`src/rtl/uparc_ifu_pfq_if.sv`:
```
// I-Port read bus between the prefetch queue (master) and the instruction memory (slave).
//  o_IAddr  read address          o_IRdC  read command, 1-cycle pulse
//  i_IData  read data             i_IRdy  read done pulse, i_IErr  read failed pulse
interface uparc_ifu_pfq_if #(
  parameter int unsigned ADDR_WIDTH = 32,
  parameter int unsigned DATA_WIDTH = 32
);
  logic [ADDR_WIDTH-1:0] o_IAddr;
  logic                  o_IRdC;
  logic [DATA_WIDTH-1:0] i_IData;
  logic                  i_IRdy;
  logic                  i_IErr;

  modport master (output o_IAddr, o_IRdC, input i_IData, i_IRdy, i_IErr);
  modport slave  (input o_IAddr, o_IRdC, output i_IData, i_IRdy, i_IErr);
endinterface

```
`src/rtl/uparc_ifu_pfq.sv`:
```
// Instruction prefetch queue between the CPU fetch stage and the I-Port.
// Issues sequential 4-byte reads ahead of the pipeline, one outstanding at a time,
// and buffers up to DEPTH {instr, pc, error} entries. A redirect flushes the queue
// and discards any response still in flight.
//  clk, rst               clock, synchronous active-high reset
//  i_redirect(_addr)      flush and restart fetch at the given PC
//  o_valid/o_instr/o_pc   queue head; o_err_bus/o_err_align mark error entries
//  i_ready                consumer pops the head when o_valid && i_ready
//  ibus                   I-Port read bus (master side)
module uparc_ifu_pfq #(
  parameter int unsigned ADDR_WIDTH = 32,
  parameter int unsigned DATA_WIDTH = 32,
  parameter int unsigned DEPTH      = 4,
  parameter logic [ADDR_WIDTH-1:0] RESET_ADDR = '0
) (
  input  logic                  clk,
  input  logic                  rst,
  input  logic                  i_redirect,
  input  logic [ADDR_WIDTH-1:0] i_redirect_addr,
  output logic                  o_valid,
  output logic [DATA_WIDTH-1:0] o_instr,
  output logic [ADDR_WIDTH-1:0] o_pc,
  output logic                  o_err_bus,
  output logic                  o_err_align,
  input  logic                  i_ready,
  uparc_ifu_pfq_if.master       ibus
);

  localparam int unsigned PW = $clog2(DEPTH);
  localparam int unsigned CW = PW + 1;

  typedef struct packed {
    logic [DATA_WIDTH-1:0] instr;
    logic [ADDR_WIDTH-1:0] pc;
    logic                  err_bus;
    logic                  err_align;
  } entry_t;

  typedef enum logic [1:0] {ST_RUN, ST_WAIT, ST_DROP, ST_HALT} state_t;

  state_t                state_q, state_d;
  logic [ADDR_WIDTH-1:0] fetch_pc_q, fetch_pc_d;
  logic [ADDR_WIDTH-1:0] req_pc_q, req_pc_d;
  logic [PW-1:0]         wr_ptr_q, rd_ptr_q;
  logic [CW-1:0]         count_q;
  entry_t                mem_q [DEPTH];

  logic   issue_c;
  logic   push_c;
  logic   pop_c;
  logic   flush_c;
  logic   has_space_c;
  entry_t push_entry_c;
  entry_t head_c;

  // Next-state, fetch PC and queue control.
  always_comb begin
    state_d      = state_q;
    fetch_pc_d   = fetch_pc_q;
    req_pc_d     = req_pc_q;
    issue_c      = 1'b0;
    push_c       = 1'b0;
    flush_c      = 1'b0;
    push_entry_c = '0;
    has_space_c  = (count_q < CW'(DEPTH));
    pop_c        = (count_q != '0) && i_ready;

    unique case (state_q)
      ST_RUN: begin
        if (has_space_c) begin
          if (fetch_pc_q[1:0] == 2'b00) begin
            issue_c    = 1'b1;
            req_pc_d   = fetch_pc_q;
            fetch_pc_d = fetch_pc_q + ADDR_WIDTH'(4);
            state_d    = ST_WAIT;
          end else begin
            push_c                 = 1'b1;
            push_entry_c.pc        = fetch_pc_q;
            push_entry_c.err_align = 1'b1;
            state_d                = ST_HALT;
          end
        end
      end
      ST_WAIT: begin
        if (ibus.i_IRdy) begin
          push_c             = 1'b1;
          push_entry_c.instr = ibus.i_IData;
          push_entry_c.pc    = req_pc_q;
          state_d            = ST_RUN;
        end else if (ibus.i_IErr) begin
          push_c               = 1'b1;
          push_entry_c.pc      = req_pc_q;
          push_entry_c.err_bus = 1'b1;
          state_d              = ST_HALT;
        end
      end
      ST_DROP: begin
        if (ibus.i_IRdy || ibus.i_IErr) state_d = ST_RUN;
      end
      ST_HALT: begin
      end
    endcase

    // Redirect wins over everything; a response arriving with it retires the read.
    if (i_redirect) begin
      flush_c    = 1'b1;
      push_c     = 1'b0;
      pop_c      = 1'b0;
      issue_c    = 1'b0;
      req_pc_d   = req_pc_q;
      fetch_pc_d = i_redirect_addr;
      if ((state_q == ST_WAIT || state_q == ST_DROP) && !(ibus.i_IRdy || ibus.i_IErr))
        state_d = ST_DROP;
      else
        state_d = ST_RUN;
    end
  end

  // Control registers.
  always_ff @(posedge clk) begin
    if (rst) begin
      state_q    <= ST_RUN;
      fetch_pc_q <= RESET_ADDR;
      req_pc_q   <= RESET_ADDR;
      wr_ptr_q   <= '0;
      rd_ptr_q   <= '0;
      count_q    <= '0;
    end else begin
      state_q    <= state_d;
      fetch_pc_q <= fetch_pc_d;
      req_pc_q   <= req_pc_d;
      if (flush_c) begin
        wr_ptr_q <= '0;
        rd_ptr_q <= '0;
        count_q  <= '0;
      end else begin
        if (push_c) wr_ptr_q <= wr_ptr_q + PW'(1);
        if (pop_c)  rd_ptr_q <= rd_ptr_q + PW'(1);
        count_q <= count_q + CW'(push_c) - CW'(pop_c);
      end
    end
  end

  // Entry storage; contents are only meaningful below count_q.
  always_ff @(posedge clk) begin
    if (!rst && push_c) mem_q[wr_ptr_q] <= push_entry_c;
  end

  assign head_c       = mem_q[rd_ptr_q];
  assign o_valid      = (count_q != '0);
  assign o_instr      = o_valid ? head_c.instr : '0;
  assign o_pc         = o_valid ? head_c.pc : '0;
  assign o_err_bus    = o_valid & head_c.err_bus;
  assign o_err_align  = o_valid & head_c.err_align;

  assign ibus.o_IAddr = fetch_pc_q;
  assign ibus.o_IRdC  = issue_c & ~rst;

endmodule

```
`src/flat_wrapper.sv`:
```
// flat-port wrapper written by rule: the top's interface ports become plain ports
module uparc_ifu_pfq_flat 
#(
  parameter int unsigned ADDR_WIDTH = 32,
  parameter int unsigned DATA_WIDTH = 32,
  parameter int unsigned DEPTH      = 4,
  parameter logic [ADDR_WIDTH-1:0] RESET_ADDR = '0
)
  (clk, rst, i_redirect, i_redirect_addr, o_valid, o_instr, o_pc, o_err_bus, o_err_align, i_ready, ibus_o_IAddr, ibus_o_IRdC, ibus_i_IData, ibus_i_IRdy, ibus_i_IErr);
  uparc_ifu_pfq_if #(.ADDR_WIDTH(ADDR_WIDTH), .DATA_WIDTH(DATA_WIDTH)) ibus_i ();
  input  logic clk;
  input  logic rst;
  input  logic i_redirect;
  input  logic [ADDR_WIDTH-1:0] i_redirect_addr;
  output logic o_valid;
  output logic [DATA_WIDTH-1:0] o_instr;
  output logic [ADDR_WIDTH-1:0] o_pc;
  output logic o_err_bus;
  output logic o_err_align;
  input  logic i_ready;
  output wire logic [$bits(ibus_i.o_IAddr)-1:0] ibus_o_IAddr;
  output wire logic [$bits(ibus_i.o_IRdC)-1:0] ibus_o_IRdC;
  input wire logic [$bits(ibus_i.i_IData)-1:0] ibus_i_IData;
  input wire logic [$bits(ibus_i.i_IRdy)-1:0] ibus_i_IRdy;
  input wire logic [$bits(ibus_i.i_IErr)-1:0] ibus_i_IErr;
  assign ibus_o_IAddr = ibus_i.o_IAddr;
  assign ibus_o_IRdC = ibus_i.o_IRdC;
  assign ibus_i.i_IData = ibus_i_IData;
  assign ibus_i.i_IRdy = ibus_i_IRdy;
  assign ibus_i.i_IErr = ibus_i_IErr;
  uparc_ifu_pfq #(.ADDR_WIDTH(ADDR_WIDTH), .DATA_WIDTH(DATA_WIDTH), .DEPTH(DEPTH), .RESET_ADDR(RESET_ADDR)) u_core (.clk(clk), .rst(rst), .i_redirect(i_redirect), .i_redirect_addr(i_redirect_addr), .o_valid(o_valid), .o_instr(o_instr), .o_pc(o_pc), .o_err_bus(o_err_bus), .o_err_align(o_err_align), .i_ready(i_ready), .ibus(ibus_i));
endmodule
```
`config.mk`:
```
export PLATFORM = sky130hd
export DESIGN_NAME = uparc_ifu_pfq_flat
export DESIGN_NICKNAME = d
export VERILOG_FILES = /design/src/rtl/uparc_ifu_pfq_if.sv /design/src/rtl/uparc_ifu_pfq.sv /design/src/flat_wrapper.sv
export SDC_FILE = /design/constraint.sdc
export NUM_CORES = 1
export LEC_CHECK = 0
export CORE_MARGIN = 3
export CORE_UTILIZATION = 55
export DETAILED_ROUTE_END_ITERATION = 16
export PLACE_DENSITY = 0.79
export SYNTH_ARGS = -nofsm -noshare
export SYNTH_HDL_FRONTEND = slang
export SYNTH_SLANG_ARGS = --single-unit
```
`constraint.sdc`:
```
create_clock -name clk -period 4.8 [get_ports clk]
set_input_delay 0.48 -clock clk [delete_from_list [all_inputs] [get_ports clk]]
set_output_delay 0.48 -clock clk [all_outputs]
set_load 0.02 [all_outputs]
```
# Yosys cells after proc, flatten, opt, wreduce, memory -nomap -nowiden
# Memory sizes are Yosys's and may differ from the RTL's. A register that Yosys moved wholly into a read port is not among the register bits.
# Index checks and enable logic that the tools add are counted.
dict set report totals {
  wordCells 81
  mem_bits_rw 264
  regBits 73
  mem_count 1
}
dict set report classes {
  magnitude_cmp 1
  n_eq_ne 5
  n_reduce_logical 18
  bitwise 5
  n_addsub 5
  mux 40
}
# memory words width read_ports rd_ports_with_merged_regs wr line_no
set mem_list {}
lappend mem_list {u_core.mem_q 4 66 1 1 1 uparc_ifu_pfq.sv:46} ;# entry_t mem_q [DEPTH];
# cell n
set ops {}
lappend ops {{32-bit two-way mux} 11}
lappend ops {{32-bit case mux with 2 select lines} 1}
lappend ops {{33-bit two-way mux} 1}
lappend ops {{32-bit by 3-bit adder with 32-bit output, second input constant} 1}
lappend ops {{2-bit two-way mux} 9}
lappend ops {{1-bit two-way mux} 16}
lappend ops {{4-bit AND reduction} 2}
lappend ops {{3-bit by 2-bit inequality test with 1-bit output, second input constant} 2}
lappend ops {{2-bit case mux with 3 select lines} 1}
lappend ops {{2-bit nonzero test} 3}
lappend ops {{2-bit by 1-bit adder with 2-bit output, second input constant} 2}
lappend ops {{2-bit logical NOT} 2}
lappend ops {{4-bit inequality test, second input constant} 1}
lappend ops {{4-bit nonzero test} 1}
lappend ops {{3-bit by 1-bit adder with 3-bit output} 1}
lappend ops {{1-bit bitwise AND} 3}
lappend ops {{1-bit logical AND} 3}
lappend ops {{3-bit less-than comparator, second input constant} 1}
lappend ops {{3-bit AND reduction} 1}
lappend ops {{3-bit nonzero test} 1}
lappend ops {{3-bit by 1-bit subtractor with 3-bit output} 1}
lappend ops {{2-bit by 1-bit equality test with 1-bit output, second input constant} 1}
lappend ops {{2-bit equality test, second input constant} 1}
lappend ops {{1-bit logical NOT} 2}
lappend ops {{4 further kinds} 6}

# Logic depth before layout (Yosys ltp)
dict set report depth {
  depth_word 8
  ltp_mapped 13
}

# Worst setup path before layout
# Ideal clock, no wire load.
dict set report synth_timing {
  path_kind {register to register}
  startpoint {register u_core.state_q[1]}
  endpoint {memory u_core.mem_q[0][0] in the netlist's numbering (enable)}
  path_slack_ps 1426
  synth_period_minus_slack_ps 3374
  setup_time_ps 431
  path_stages_with_launch 9
  arrival_time_ps 2943
  path_cell_list {dfxtp_1 > inv_1 > ha_1 > clkbuf_1 > o21a_1 > clkbuf_1 > nor2_1 > nor2_1 > and2_1}
}
dict set report synth_via {
  elab_chain_len 6
}
# element line_no
set synth_rtl {}
lappend synth_rtl {{from (decl)} uparc_ifu_pfq.sv:41} ;# state_t state_q, state_d;
lappend synth_rtl {{from (signal assigned)} uparc_ifu_pfq.sv:129} ;# state_q <= state_d;
lappend synth_rtl {{2-bit by 1-bit equality test with 1-bit output or 2-bit logical NOT (tied branches)} uparc_ifu_pfq.sv:68} ;# unique case (state_q)
lappend synth_rtl {{1-bit case mux with 2 select lines (*)} uparc_ifu_pfq.sv:68}
lappend synth_rtl {{1-bit two-way mux (*)} uparc_ifu_pfq.sv:105} ;# if (i_redirect) begin
lappend synth_rtl {{1-bit logical AND (*)} uparc_ifu_pfq.sv:146} ;# if (!rst && push_c) mem_q[wr_ptr_q] <= push_entry_c;
lappend synth_rtl {{1-bit two-way mux (*)} uparc_ifu_pfq.sv:146}
lappend synth_rtl {{1-bit two-way mux (implied by the code) (*)} uparc_ifu_pfq.sv:146}
lappend synth_rtl {{to (decl)} uparc_ifu_pfq.sv:46}
# Every way passes the cells marked *; elsewhere a longest branch is shown, timed or not.

==> flow_summary_export.csv <==
group,metric,value,unit
critical_path,critPathLaunchType,"flop",
finish,diodes,0,
cts,clkLatencyLatePin,510,ps
synthesis,synth-seq-area-share,67.4,%
finish,flow.area_growth_from_synthesis,22.1,%
finish,final.fill_count,1693,
route,drc_errors,0,
synthesis,complex_gate_fraction_of_the_synthesized_area,4.98,%
route,drt-initial-drc-count,714,
route,ant_nets,0,
power_and_ir_drop,static_power_due_to_leakage,0.00571,uW
finish,layout.core_utilization,69.2,%
die,fp-row-count,57,
cts,cts_resized,0,
cts,cts_buffers,34,
finish,layout-drive-gt1-share,13.6,%
timing,final.setup.tns,0,ps
placed_design,hpwl_after_detailed_placement,17900,um
finish,regArea,0.00944,mm^2
flow_run,cap_violations,0,
cts,clk_tree_root_cell,"sky130_fd_sc_hd__clkbuf_16",
timing,max_slew_margin,32.0,%
critical_path,r2r-start,"u_core.state_q[1]",
synthesis,synthSimpleGateAreaFrac,11.2,%
route,dr_total_vias,8278,
synthesis,ys_types,46,
placed_design,port_buffers,169,
power_and_ir_drop,power.density_cell_area,376,mW/mm^2
timing,rsz_0062_raised_after_global_routing,"no",
placed_design,routabilityCongestion,0.823,
die,floorplan.initialDensity,56.7,%
run_status,outcome,"finished, final reports clean",
synthesis,synth_xor_xnor_area_share,1.94,%
critical_path,worst-r2r-setup-slack,1970,ps
timing,max_slew_violations,0,
die,die_w,165,um
global_route,grt_pass1_vias,8474,
global_route,grt_overflow,0,
timing,finalSetupViolCount,0,
synthesis,synth_async_sr_flop_share,0,%
finish,final_nets,1153,
synthesis,synth.yosys.warnings,0,
cts,cts_tree,"done",
synthesis,synth_area_leaders,"sky130_fd_sc_hd__edfxtp_1, sky130_fd_sc_hd__dfxtp_1, sky130_fd_sc_hd__mux4_2",
cts,holdBufCountCts,0,
timing,slew_worst_pin,1020,ps
critical_path,timing.critical_path.fanout_max,39,
critical_path,setup.worst_path.class,"reg2out",
synthesis,postSynth.topFlopCell,"sky130_fd_sc_hd__edfxtp_1",
critical_path,timing.reg2reg.worst_path_depth,7,
timing,fmaxAchievable,289,MHz
timing,finalHoldViolations,0,
cts,htreeDepth,2,
synthesis,count_of_flip_flops_with_a_built_in_enable_after_synthesis,264,
synthesis,synth-seq-cells,339,
critical_path,end_kind,"output port",
synthesis,yosys.area_share.adder,1.04,%
critical_path,worst_setup_path_endpoint,"o_instr[29]",
die,dieArea,0.0274,mm^2
route,drt_pass1_iterations,5,
critical_path,cp.required,4320,ps
timing,finalCritPeriodShare,72.2,%
timing,finalWorstPathRequiredPeriod,3470,ps
synthesis,syn-num-nets,1001,
cts,sink_count_of_the_clock_tree,339,
global_route,pin_count_of_the_biggest_net_entering_global_routing,67,
global_route,number_of_antenna_violations_at_the_first_check_in_global_routing,1,
finish,multiInputGateArea,0.00426,mm^2
cts,cts_setup_buffers,0,
synthesis,netlist_area,0.0140,mm^2
route,wl_per_instance,21.1,um
die,chipHeight,165,um
route,routed_wl,30100,um
synthesis,yosys-mux-area-fraction,11.1,%
global_route,groute.usage.overall,22.5,%
synthesis,synth_top_cell_by_area,"sky130_fd_sc_hd__edfxtp_1",
cts,clock_transition_at_path_regs,60,ps
synthesis,syn-instance-count,920,
worst_hold_path,worstHoldPathType,"reg2reg",
power_and_ir_drop,irDropWorstVdd,243,uV
synthesis,synth_largest_type_area_fraction,56.7,%
synthesis,synth.avg_cell_area,15.2,um^2
critical_path,critPathArrivalTime,2990,ps
die,ios,170,
global_route,grt_first_pass_wirelength,47000,um
critical_path,r2r-end,"u_core.mem_q[3][10]",
timing,final.setup_skew,11.7,ps
die,core,0.0247,mm^2
route,route.detailed.vias_per_inst,5.82,
synthesis,synth_top_family_by_area,"simple AND/OR/NAND/NOR gates",
cts,clock_path_buffers,3,
registers in the layout, indices dropped and copies added, names as in the netlist, named ones only:
| name | count |
|---|---|
| u_core.wr_ptr_q | 2 |
| u_core.rd_ptr_q | 2 |
| u_core.req_pc_q | 32 |
| u_core.state_q | 2 |
| u_core.count_q | 3 |
| u_core.ibus.o_IAddr | 32 |
| u_core.mem_q | 264 |
cell usage in the layout, fill, tap and decap left out, types with 7 or more instances in the layout:
cell type and count:
sky130_fd_sc_hd__edfxtp_1 264, sky130_fd_sc_hd__clkdlybuf4s50_1 168, sky130_fd_sc_hd__nand2_1 82, sky130_fd_sc_hd__dfxtp_1 73
sky130_fd_sc_hd__and2_1 72, sky130_fd_sc_hd__mux4_2 66, sky130_fd_sc_hd__nor2_1 42, sky130_fd_sc_hd__a21oi_1 39
sky130_fd_sc_hd__clkbuf_16 37, sky130_fd_sc_hd__and3_1 36, sky130_fd_sc_hd__a22o_1 32, sky130_fd_sc_hd__xnor2_1 18
sky130_fd_sc_hd__a211oi_1 15, sky130_fd_sc_hd__xor2_1 13, sky130_fd_sc_hd__nand4_1 12, sky130_fd_sc_hd__inv_1 11
sky130_fd_sc_hd__buf_4 11, sky130_fd_sc_hd__ha_1 10, sky130_fd_sc_hd__nand3_1 9, sky130_fd_sc_hd__mux2i_1 7
worst max-delay path, cell delays in order, from the launching register on:
cell                              delay [ps]
sky130_fd_sc_hd__dfxtp_4                 750
sky130_fd_sc_hd__buf_12                  380
sky130_fd_sc_hd__mux4_2                  580
sky130_fd_sc_hd__and2_1                  190
sky130_fd_sc_hd__clkdlybuf4s50_1         530
routing by layer:
metal	part of all wire, %	up-vias	routed length, um	global-route usage (%)
li1	-	3791	-	-
met1	40	4088	12100	30.1
met2	49	346	14900	37.6
met3	8.1	51	2440	5.01
met4	2.2	2	666	6.20
met5	0.023	-	7	0
worst min path at each step:
stage                                endpoint  slack [ps]                start  depth (start not counted)
after floorplan           u_core.req_pc_q[10]         440  u_core.req_pc_q[10]                          2
after global placement    u_core.req_pc_q[25]         440  u_core.req_pc_q[25]                          2
after detailed placement  u_core.req_pc_q[10]         450  u_core.req_pc_q[10]                          2
after CTS                 u_core.req_pc_q[10]         450  u_core.req_pc_q[10]                          2
after global routing       u_core.req_pc_q[8]         470   u_core.req_pc_q[8]                          2
final                      u_core.req_pc_q[8]         450   u_core.req_pc_q[8]                          2
cell type report:
type | instances | area share (%)
sequential | 339 | 55.3
multi-input combinational | 505 | 24.9
timing repair buffer | 181 | 10.5
clock buffer | 48 | 5.96
tap | 324 | 2.38
clock inverter | 14 | 0.704
inverter | 11 | 0.242
Yosys cell counts, types with 2 or more instances:
cell / number
sky130_fd_sc_hd__nor2b_1: 4
sky130_fd_sc_hd__and4_1: 6
sky130_fd_sc_hd__edfxtp_1: 264
sky130_fd_sc_hd__nor2_1: 42
sky130_fd_sc_hd__nand2_1: 82
sky130_fd_sc_hd__a21oi_1: 39
sky130_fd_sc_hd__a211oi_1: 15
sky130_fd_sc_hd__nor3_1: 2
sky130_fd_sc_hd__nand4_1: 12
sky130_fd_sc_hd__and3_1: 36
sky130_fd_sc_hd__buf_2: 14
sky130_fd_sc_hd__nand3_1: 9
sky130_fd_sc_hd__nor3_2: 3
sky130_fd_sc_hd__or3_1: 2
sky130_fd_sc_hd__mux4_2: 66
sky130_fd_sc_hd__dfxtp_1: 75
sky130_fd_sc_hd__o21ai_1: 2
sky130_fd_sc_hd__a22o_1: 32
sky130_fd_sc_hd__ha_1: 10
sky130_fd_sc_hd__nor4_2: 3
sky130_fd_sc_hd__inv_1: 11
sky130_fd_sc_hd__or4_1: 2
sky130_fd_sc_hd__xor2_1: 13
sky130_fd_sc_hd__mux2i_1: 7
sky130_fd_sc_hd__xnor2_1: 18
sky130_fd_sc_hd__nand4_4: 2
sky130_fd_sc_hd__nor3b_1: 2
sky130_fd_sc_hd__and2_1: 76
sky130_fd_sc_hd__o21a_1: 2
sky130_fd_sc_hd__buf_4: 2
sky130_fd_sc_hd__o21ai_0: 5
sky130_fd_sc_hd__clkbuf_1: 48
where the power goes:
part           switching, uW  internal, uW  leakage [uW]  total (uW)
logic                    284           222       0.00211         506
clock network           1050          1590      0.000566        2640
registers               58.6          3210       0.00303        3270
kinds of logic after synthesis:
kind of cell	Yosys count
fa+ha+maj	11
compound gates	102
xor+xnor	31
simple gates	288
flops	339
buf+inv	76
mux	73
per-stage QoR:
| stage | instances | total power [uW] | worst slack, ps | hold slack (ps) | area, um^2 |
|---|---|---|---|---|---|
| finish | 1422 | 6420 | 1330 | 452 | 17100 |
| global placement | 1360 | 3830 | 1580 | 441 | 15900 |
| detailed placement | 1360 | 3840 | 1520 | 446 | 15900 |
| CTS | 1422 | 6460 | 1240 | 454 | 17100 |
| global route | 1422 | 6630 | 1150 | 470 | 17100 |
| floorplan | 920 | 3600 | 1430 | 436 | 14000 |
No activity file was read; power rests on OpenSTA's default activity.
